File: src/rtl/scr_arb_pkg.sv
// Shared definitions for the screen/work RAM arbiter: grant-state encoding
// and the default RAM address width.
package scr_arb_pkg;

   localparam int SCR_AW = 14;

   typedef enum logic [1:0] {
      ST_IDLE = 2'd0,
      ST_CPU  = 2'd1,
      ST_DMA  = 2'd2
   } arb_state_t;

endpackage

File: src/rtl/scr_dma_arb.sv
// Arbiter between the video DMA reader and the sub-CPU work-RAM port onto one
// synchronous RAM port; returns read data and drives both requesters' stalls.
module scr_dma_arb
   import scr_arb_pkg::*;
#(
   parameter int DMA_BURST = 8,
   parameter int AW        = SCR_AW
) (
   input  logic          clk_sys,
   input  logic          reset_n,
   input  logic          cpu_en,
   input  logic          cpu_wr,
   input  logic [AW-1:0] cpu_ab,
   input  logic [7:0]    cpu_dout,
   output logic [7:0]    cpu_din,
   output logic          cpu_wait,
   input  logic          dma_en,
   input  logic [AW-2:0] dma_addr,
   output logic          dma_wait,
   output logic          dma_valid,
   output logic [7:0]    dma_data,
   output logic [AW-1:0] ram_addr,
   output logic [7:0]    ram_din,
   output logic          ram_wr,
   input  logic [7:0]    ram_q
);

   localparam logic [7:0] BURST_MAX = 8'(DMA_BURST);

   arb_state_t    r_last;
   logic          r_served;
   logic [AW-1:0] r_cpu_ab_q;
   logic [7:0]    r_burst_cnt;
   logic          r_cpu_rd;
   logic [7:0]    r_cpu_din;
   logic [AW-1:0] r_ram_addr_q;

   logic          w_same_access;
   logic          w_cpu_pend;
   logic          w_burst_full;
   logic          w_cpu_grant;
   logic          w_dma_grant;

   // Grant selection; an address change re-opens the CPU access immediately.
   always_comb begin
      w_same_access = r_served & (cpu_ab == r_cpu_ab_q);
      w_cpu_pend    = cpu_en & ~w_same_access;
      w_burst_full  = (r_burst_cnt == BURST_MAX);
      w_cpu_grant   = 1'b0;
      w_dma_grant   = 1'b0;
      if (!reset_n) begin
         w_cpu_grant = 1'b0;
         w_dma_grant = 1'b0;
      end else if (w_cpu_pend && dma_en) begin
         w_cpu_grant = w_burst_full;
         w_dma_grant = ~w_burst_full;
      end else begin
         w_cpu_grant = w_cpu_pend;
         w_dma_grant = dma_en;
      end
   end

   // RAM port mux; the address parks on its last value when nobody is granted.
   always_comb begin
      ram_addr = r_ram_addr_q;
      ram_wr   = 1'b0;
      ram_din  = 8'h00;
      if (w_cpu_grant) begin
         ram_addr = cpu_ab;
         ram_wr   = cpu_wr;
         ram_din  = cpu_dout;
      end else if (w_dma_grant) begin
         ram_addr = {1'b0, dma_addr};
      end else begin
         ram_addr = r_ram_addr_q;
      end
   end

   assign cpu_wait  = w_cpu_pend;
   assign dma_wait  = dma_en & ~w_dma_grant;
   assign dma_valid = (r_last == ST_DMA);
   assign dma_data  = dma_valid ? ram_q : 8'h00;
   assign cpu_din   = r_cpu_din;

   // Grant of the previous cycle.
   always_ff @(posedge clk_sys or negedge reset_n) begin
      if (!reset_n) begin
         r_last <= ST_IDLE;
      end else begin
         case ({w_cpu_grant, w_dma_grant})
            2'b10:   r_last <= ST_CPU;
            2'b01:   r_last <= ST_DMA;
            default: r_last <= ST_IDLE;
         endcase
      end
   end

   // Served flag makes a held chip select execute exactly once.
   always_ff @(posedge clk_sys or negedge reset_n) begin
      if (!reset_n) begin
         r_served   <= 1'b0;
         r_cpu_ab_q <= '0;
         r_cpu_rd   <= 1'b0;
      end else if (w_cpu_grant) begin
         r_served   <= 1'b1;
         r_cpu_ab_q <= cpu_ab;
         r_cpu_rd   <= ~cpu_wr;
      end else if (!cpu_en || (cpu_ab != r_cpu_ab_q)) begin
         r_served   <= 1'b0;
      end else begin
         r_served   <= r_served;
      end
   end

   // DMA burst counter bounding CPU starvation.
   always_ff @(posedge clk_sys or negedge reset_n) begin
      if (!reset_n) begin
         r_burst_cnt <= 8'd0;
      end else if (w_cpu_grant || !w_cpu_pend) begin
         r_burst_cnt <= 8'd0;
      end else if (w_dma_grant && !w_burst_full) begin
         r_burst_cnt <= r_burst_cnt + 8'd1;
      end else begin
         r_burst_cnt <= r_burst_cnt;
      end
   end

   // CPU read data capture and parked RAM address.
   always_ff @(posedge clk_sys or negedge reset_n) begin
      if (!reset_n) begin
         r_cpu_din    <= 8'h00;
         r_ram_addr_q <= '0;
      end else begin
         r_ram_addr_q <= ram_addr;
         if (r_last == ST_CPU && r_cpu_rd) begin
            r_cpu_din <= ram_q;
         end else begin
            r_cpu_din <= r_cpu_din;
         end
      end
   end

endmodule

File: config.mk
export PLATFORM = sky130hd
export DESIGN_NAME = scr_dma_arb
export DESIGN_NICKNAME = d
export VERILOG_FILES = /design/src/rtl/scr_arb_pkg.sv /design/src/rtl/scr_dma_arb.sv
export SDC_FILE = /design/constraint.sdc
export NUM_CORES = 1
export LEC_CHECK = 0
export ABC_CLOCK_PERIOD_IN_PS = 2900
export BUFFER_PORTS_ARGS = -buffer_cell sky130_fd_sc_hd__buf_2
export CORE_MARGIN = 3
export CORE_UTILIZATION = 49
export DETAILED_ROUTE_END_ITERATION = 8
export GPL_TIMING_DRIVEN = 0
export HOLD_SLACK_MARGIN = 0.02
export PLACE_DENSITY = 0.76
export REMOVE_ABC_BUFFERS = 1
export SLEW_MARGIN = 30
export SYNTH_ARGS = -nofsm -noshare
export SYNTH_HDL_FRONTEND = slang
export SYNTH_SLANG_ARGS = --single-unit
File: constraint.sdc
create_clock -name clk_sys -period 2.9 [get_ports clk_sys]
set_clock_uncertainty 0.1 [all_clocks]
set_input_delay 0.58 -clock clk_sys [delete_from_list [all_inputs] [get_ports clk_sys]]
set_output_delay 0.58 -clock clk_sys [all_outputs]
set_load 0.005 [all_outputs]
[Word-level counts from Yosys, hierarchy flattened]
Cells that the tools add are included.
W data, S select, Z words.
Storage, ports and cells
  input port bits: 48
  word-level logic and storage cells: 46
  flip-flop bits (word level): 48
  output and inout bits: 42
Operators by class
  reductions and logical operators: 10
  bitwise logic cells: 7
  equal/unequal tests: 7
  muxes and demuxes: 14
  add/sub/neg operators: 1
Operators with widths (number)
  $mux W8: 4
  $mux W14: 2
  $eq A14 B14 Y1: 1
  $ne A14 B14 Y1: 1
  $add A8 B1 Y8 const B: 1
  $eq A8 B4 Y1 const B: 1
  $mux W1: 7
  $eq A2 B1 Y1 const B: 2
  $eq A2 B2 Y1 const B: 2
  $not A1 Y1: 4
  $pmux W2 S2: 1
  $reduce_bool A2 Y1: 2
  $and A1 B1 Y1: 3
  $logic_and A1 B1 Y1: 3
  $logic_not A1 Y1: 3
  $logic_or A1 B1 Y1: 2

[Logic depth before layout (Yosys ltp)]
Gate-level depths: netlist (run 1).
  depth after elaboration: 10
  depth in mapped cells: 10
  mapped depth without buffers: 9

[Worst setup path after synthesis (run 1)]
No wires, ideal clock.
  path kind: in2out
  from: input port cpu_ab[12]
  to: output port ram_addr[0]
  data required time: 2.220 ns
  slack: 0.180 ns
  data arrival time: 2.040 ns
  path buffers: 1
  cell stages on the path: 7
  cell sequence: xnor2_1 -> nand4_1 -> or4_1 -> nand3_1 -> clkbuf_1 -> nand3_1 -> o211ai_1
On the way
  word-level cells in the longest chain between the ends: 9
  elaborated cells on any way between the ends: 11
  those cells by class: 1 x eq/ne; 6 x mux; 3 x bitwise; 1 x reduce/logical
RTL lines
  start: declaration: RTL line scr_dma_arb.sv:13  | input logic [AW-1:0] cpu_ab,
  $eq A14 B14 Y1 (*): RTL line scr_dma_arb.sv:46  | w_same_access = r_served & (cpu_ab == r_cpu_ab_q);
  $and A1 B1 Y1 (*): RTL line scr_dma_arb.sv:46
  $not A1 Y1 (*): RTL line scr_dma_arb.sv:47  | w_cpu_pend = cpu_en & ~w_same_access;
  $and A1 B1 Y1 (*): RTL line scr_dma_arb.sv:47
  $logic_and A1 B1 Y1: RTL line scr_dma_arb.sv:54  | end else if (w_cpu_pend && dma_en) begin
  $mux W1: RTL line scr_dma_arb.sv:54
  $mux W1: RTL line scr_dma_arb.sv:51  | if (!reset_n) begin
  $mux W14: RTL line scr_dma_arb.sv:72  | end else if (w_dma_grant) begin
  $mux W14 (*): RTL line scr_dma_arb.sv:68  | if (w_cpu_grant) begin
  end: declaration: RTL line scr_dma_arb.sv:22  | output logic [AW-1:0] ram_addr,
Every way passes the cells marked *; elsewhere a longest branch is shown, timed or not.

[Final worst setup path (run 1)]
  from: register r_cpu_ab_q[2]
  to: output port ram_addr[12]
On the way
  word-level cells in the longest chain between the ends: 9
  elaborated cells on any way between the ends: 11
  those cells by class: 1 x eq/ne; 6 x mux; 3 x bitwise; 1 x reduce/logical
RTL lines
  start: declaration: RTL line scr_dma_arb.sv:32  | logic [AW-1:0] r_cpu_ab_q;
  start signal: assignment: RTL line scr_dma_arb.sv:106  | r_cpu_ab_q <= cpu_ab;
  $eq A14 B14 Y1 (*): RTL line scr_dma_arb.sv:46
  $and A1 B1 Y1 (*): RTL line scr_dma_arb.sv:46
  $not A1 Y1 (*): RTL line scr_dma_arb.sv:47
  $and A1 B1 Y1 (*): RTL line scr_dma_arb.sv:47
  $logic_and A1 B1 Y1: RTL line scr_dma_arb.sv:54
  $mux W1: RTL line scr_dma_arb.sv:54
  $mux W1: RTL line scr_dma_arb.sv:51
  $mux W14: RTL line scr_dma_arb.sv:72
  $mux W14 (*): RTL line scr_dma_arb.sv:68
Marks and branches as above.

==> results of run 1 <==
## power by group
part / switching [mW] / leakage [nW] / internal [mW]
registers: 0.0538 / 0.603 / 0.773
logic: 0.188 / 1.04 / 0.218
clock network: 0.227 / 0.0479 / 0.168
total: 0.469 / 1.69 / 1.16
## worst reg2reg max path: stages (launching register included)
cell and delay [ps]:
dfrtp_1 410, xnor2_1 200, nand3_1 180, or4_4 550, nand3_4 160, clkinvlp_4 230, nand2_2 130, o211ai_1 100
buf_4 140, buf_4 120, buf_4 120, buf_4 120
## registers in the layout, summed over array words and instances, names as in the netlist
register      count
r_cpu_ab_q       14
r_ram_addr_q     14
cpu_din           8
r_burst_cnt       8
r_last            2
r_cpu_rd          1
r_served          1
## final timing paths
check	to	slack, ps	depth (start not counted)
min in group clk_sys	r_cpu_rd	380	2
worst min register to register	r_cpu_rd	400	2
worst min-delay path	r_burst_cnt[2]	220	1
worst max register to register	r_ram_addr_q[1]	250	11
max in group asynchronous	r_last[1]	2000	1
worst max-delay path	ram_addr[12]	-220	9
## what timing repair did
action / in CTS / in global routing
pin swaps: 12 / 15
setup endpoints to repair: 52 / 25
setup buffers: 22 / 10
gates cloned: 4 / 1
hold buffers: 0 / 0
resized for setup: 14 / 16
## area by class of cell
cell class,instances,area (sq um),area share (%)
timing repair buffer,118,689,21.1
clock inverter,3,18.8,0.573
inverter,21,82.6,2.52
clock buffer,5,68.8,2.10
multi-input combinational,166,1130,34.4
tap,52,65.1,1.99
sequential,48,1200,36.7
timing repair inverter,3,22.5,0.688
## routing by layer
layer / vias to the layer above / wire length (um)
met1: 1042 / 2470
met4: 0 / 93
met3: 11 / 380
met2: 75 / 3110
met5: - / 0
li1: 1061 / -
## cell families (layout without fill, tap and decap cells)
group | count (synthesis) | count (layout) | synth area share [%]
buf+inv | 32 | 150 | 5.63
compound gates | 27 | 28 | 8.31
xor+xnor | 16 | 16 | 6.01
simple gates | 111 | 112 | 23.6
fa+ha+maj | 2 | 2 | 1.07
flops | 48 | 48 | 51.5
mux | 8 | 8 | 3.86
## metrics by stage
step | area [sq um] | cells | setup WS (ps)
floorplan | 2280 | 233 | -475
global placement | 2790 | 374 | -1890
detailed placement | 2810 | 374 | -1020
CTS | 3150 | 407 | -199
global route | 3270 | 416 | -335
finish | 3270 | 416 | -222
## layout by cell type, fill, tap and decap left out, types with 3 or more instances in the layout
master,n
dfrtp_1,48
nand2_1,39
inv_1,20
nand4_1,4
a21oi_1,3
or3_1,3
xnor2_1,14
nor2_1,6
o211ai_1,15
nand3_1,18
buf_6,3
and2_1,13
and2_4,4
buf_2,88
nand2_2,11
clkinvlp_4,4
o21ai_0,4
buf_4,26
mux2_2,8
clkbuf_8,5
==> metrics, run 1 <==
status finished, violations left; violated checks negative setup slack; hold_ws 221 ps; post-synth top area cell dfrtp_1; delay-heaviest family, CP simple AND/OR/NAND/NOR gates; total power 1.63 mW; main flop type after synthesis dfrtp_1; Routed wire per std cell 14.6 um; WP data arrival 2440 ps; Final Hold Vio Count 0; max incr delay on CP 550 ps; count leader, synth nand2_1; Post-synth EDFFs 0; GRT overflow 0; row cnt 24; maximum vdd drop 0.000332 V; fin util 73.2%; share of cells above drive strength 1 45.3%; Post-Synthesis Cells 244; vias in the first global route 1,996; final worst slack -222 ps; worst reg2reg startpoint r_cpu_ab_q[2]; grt met3 use 6.01%; initial antenna violation count 0; GRT Total Usage 21.9%; Vias per Instance 5.26; worst-path maximum fanout 7; Bufs and invs on worst path 3; GPL Wtd Cong 0.818; IO Port Bufs 89; chip width 75.0 um; first-pass GRT wire length 9320 um; Netlist Area Pre-Place 2330 sq um; P&R area growth vs syn 40.3%; die area 5630 sq um; met1 Usage GRT 27.5%; DP Wirelength 3550 um; top post-synthesis cells by area dfrtp_1, nand2_1, xnor2_1; cts bufs inserted 5; worst min path class input port to async pin; post-route ant nets 0; Initial DRC Count 134; kind of start point of the critical path flip-flop; Worst Path Required 2220 ps; Clock Sinks 48; crit-path cells xnor2_1, nand3_1, or4_4, nand3_4, buf_4, clkinvlp_4, nand2_2, o211ai_1, buf_2; # IOs 90; largest net degree at the start of global routing 57; PD cells 497 nW/um^2; register area share after synthesis 51.5%; Yosys cell types 30; crit path launch r_cpu_ab_q[2]; fin crit period 3120 ps; GRT busiest layer met2; worst relative slew slack 51.6%; htree depth 2; top cell type's share of synthesized area 51.5%; Reg clk slew, reported paths 90 ps; crit path capture type output port; core footprint 4470 sq um; Remaining DRCs 0; max frequency 320 MHz; max_cap viols 0; Final Setup Violations 23; Final #Nets 413; synth cell count leaders nand2_1, dfrtp_1, inv_1, nand3_1, and2_1; drt pass-1 iters 4; LEAKAGE 1.69 nW; WS Path Type flip-flop to output port; clk_lat worst skew 300 ps; TritonCTS clock tree done; routing usage on met2 36.7%; Routed WL 6060 um; Avg Cell Area, Syn 9.56 sq um; Diodes inserted 0; final period utilization 108%; number of synthesized register bits 48; Fill cells 322; Slew Limit Fails 0; RSZ-0062 raised after global routing true; worst-margin pin slew 726 ps; via count 2,189; Starting Density 52.2%; setup TNS -3970 ps; clock root cell clkbuf_8; asr flop ratio synth 100%; clk buf depth 2; CP max-delay cell or4_4; Synthesis Warnings 0; die height 75.0 um
Power figures use the tool's default switching activity.
==> run 2: changes to the inputs <==
--- a/config.mk
+++ b/config.mk
@@ -8,12 +8,11 @@
 export ABC_CLOCK_PERIOD_IN_PS = 2900
 export BUFFER_PORTS_ARGS = -buffer_cell sky130_fd_sc_hd__buf_2
 export CORE_MARGIN = 3
-export CORE_UTILIZATION = 49
+export CORE_UTILIZATION = 42
 export DETAILED_ROUTE_END_ITERATION = 8
 export GPL_TIMING_DRIVEN = 0
 export HOLD_SLACK_MARGIN = 0.02
-export PLACE_DENSITY = 0.76
-export REMOVE_ABC_BUFFERS = 1
+export PLACE_DENSITY = 0.66
 export SLEW_MARGIN = 30
 export SYNTH_ARGS = -nofsm -noshare
 export SYNTH_HDL_FRONTEND = slang
==> run 2 against run 1 <==
Net effect: the run still ends with negative setup slack left; non-clock buffer count increased by 23; maximum frequency about the same; routed wire length increased by 3.8%; die area increased by 15%; core utilization decreased by 5.6 points; worst hold slack got worse by 120 ps; design area increased by 8.1%; register-to-register slack got worse by 360 ps; critical endpoint is now ram_addr[7]; via count increased by 1.1%; global-route usage decreased by 0.96 points; largest power group unchanged.
==> metrics, run 2 (synthesis gave the netlist of run 1 again) <==
worst relative slew slack 67.4% (+16 points); worst min path class input port to async pin; met1 Usage GRT 25.0% (-2.5 points); DP Wirelength 4070 um (+15%); first-pass GRT wire length 10,300 um (+11%); Starting Density 44.6% (-7.6 points); routing usage on met2 37.3% (+0.68 points); Vias per Instance 4.90 (-7.0%); vias in the first global route 2,150 (+7.7%); PD cells 514 nW/um^2 (+3.4%); Initial DRC Count 63 (-53%); setup TNS -4110 ps (-138 ps); max frequency 320 MHz (about the same); RSZ-0062 raised after global routing true; Final Hold Vio Count 0 (unchanged); clk_lat worst skew 300 ps (about the same); multi-input logic area 1170 sq um (+3.8%); hold_buf cts 0 (unchanged); Fill cells 424 (+32%); grt met3 use 4.48% (-1.5 points); die height 80.5 um (+7.4%); Slew Limit Fails 0 (unchanged); kind of start point of the critical path input port; P&R area growth vs syn 51.6%; maximum vdd drop 0.000366 V (+10%); fin crit period 3120 ps (+0.219 ps); LEAKAGE 1.90 nW (+12%); clock root cell clkbuf_8; Worst Path Required 2220 ps (about the same); post-route ant nets 0 (unchanged); row cnt 26 (+8.3%); IO Port Bufs 89 (unchanged); worst-margin pin slew 489 ps (-237 ps); status finished, violations left; via count 2,213 (+1.1%); Routed wire per std cell 13.9 um (-4.5%); GRT busiest layer met2; Syn Nets 294; pre-CTS setup slack -483 ps (+534 ps); Largest regs r_cpu_ab_q: 14 flops, r_ram_addr_q: 14 flops; initial antenna violation count 0 (unchanged); Final Setup Violations 25 (+8.7%); htree depth 2 (unchanged); Seq. cell area 1200 sq um (unchanged); Diodes inserted 0 (unchanged); TritonCTS clock tree done; clk buf depth 2 (unchanged); crit path capture type output port; # IOs 90 (unchanged); commonest non-fill, non-tap cell in the layout buf_2; share of cells above drive strength 1 48.2% (+2.8 points); cts bufs inserted 5 (unchanged); max_cap viols 0 (unchanged); chip width 80.5 um (+7.4%); Remaining DRCs 0 (unchanged); final worst slack -223 ps (-0.219 ps); die area 6490 sq um (+15%); most frequent cells in the layout buf_2, dfrtp_1, buf_4, nand2_1, inv_1; WS Path Type input port to output port; drt pass-1 iters 4 (unchanged); GRT Total Usage 21.0% (-0.96 points); GRT overflow 0 (unchanged); Routed WL 6290 um (+3.8%); Reg clk slew, reported paths 90 ps (about the same); core footprint 5240 sq um (+17%); GPL Wtd Cong 0.790 (-3.5%); largest net degree at the start of global routing 50 (-12%); violated checks negative setup slack; WP data arrival 2440 ps (about the same); worst-path maximum fanout 5 (-2); final period utilization 108% (about the same); Clock Sinks 48 (unchanged); Final #Nets 431 (+4.4%)
==> run 2: cell types whose count changed in the layout (fill, tap and decap cells not counted), sizes merged <==
cell      previous run  this run
clkinv               3         1
buf                118       136
nand3               20        19
bufinv               0         1
o211ai              17        16
clkinvlp             4         0
clkbuf               5        12
==> run 2: through the flow <==
step	util (%)	instances	power, mW	hold WS, ps	area [sq um]
finish	67.6	452	1.82	99.1	3540
CTS	65.3	451	1.81	116	3420
global placement	54.7	403	1.17	368	2870
detailed placement	54.8	403	1.19	376	2870
global route	67.6	452	1.93	119	3540
floorplan	-	244	1.02	184	2330
==> run 2: path summary, 6_finish.rpt <==
check | start | cells past startpoint | slack, ps | end
worst min-delay path | reset_n | 1 | 100 | cpu_din[0]
max in group asynchronous | reset_n | 1 | 2280 | r_cpu_ab_q[4]
min in group clk_sys | cpu_wr | 2 | 380 | r_cpu_rd
worst max register to register | r_cpu_ab_q[8] | 15 | -110 | r_ram_addr_q[7]
worst max-delay path | cpu_ab[4] | 10 | -220 | ram_addr[7]
worst min register to register | r_cpu_rd | 2 | 390 | r_cpu_rd
==> run 2: final cells by class <==
| type | count | area share (%) |
|---|---|---|
| inverter | 21 | 2.37 |
| clock inverter | 1 | 0.849 |
| timing repair buffer | 130 | 22.0 |
| sequential | 48 | 33.9 |
| multi-input combinational | 164 | 33.0 |
| buffer | 11 | 2.62 |
| tap | 70 | 2.48 |
| clock buffer | 7 | 2.72 |
==> run 2: power breakdown <==
group	internal [mW]	total (mW)	switching, mW
clock	0.304	0.528	0.224
sequential	0.774	0.828	0.0541
combinational	0.263	0.464	0.201
==> run 2: repair_timing <==
| item | CTS | global route |
|---|---|---|
| cloned | 4 | 0 |
| resized for setup | 38 | 26 |
| endpoints found under the setup margin | 23 | 28 |
| pin swaps | 19 | 12 |
| setup buffers | 36 | 6 |
==> run 2: routing by layer <==
metal | vias to the layer above | part of all wire (%)
li1 | 1093 | -
met1 | 1032 | 40
met2 | 78 | 52
met3 | 10 | 6.7
met4 | 0 | 1.5
met5 | - | 0
==> run 2: critical path: stages <==
cell and delay, ps:
buf_2 140, xnor2_2 170, nand4_1 210, or4_4 590, nand3_4 150, clkinv_4 100, buf_6 150, nand2_2 70
o211ai_1 120, buf_2 150
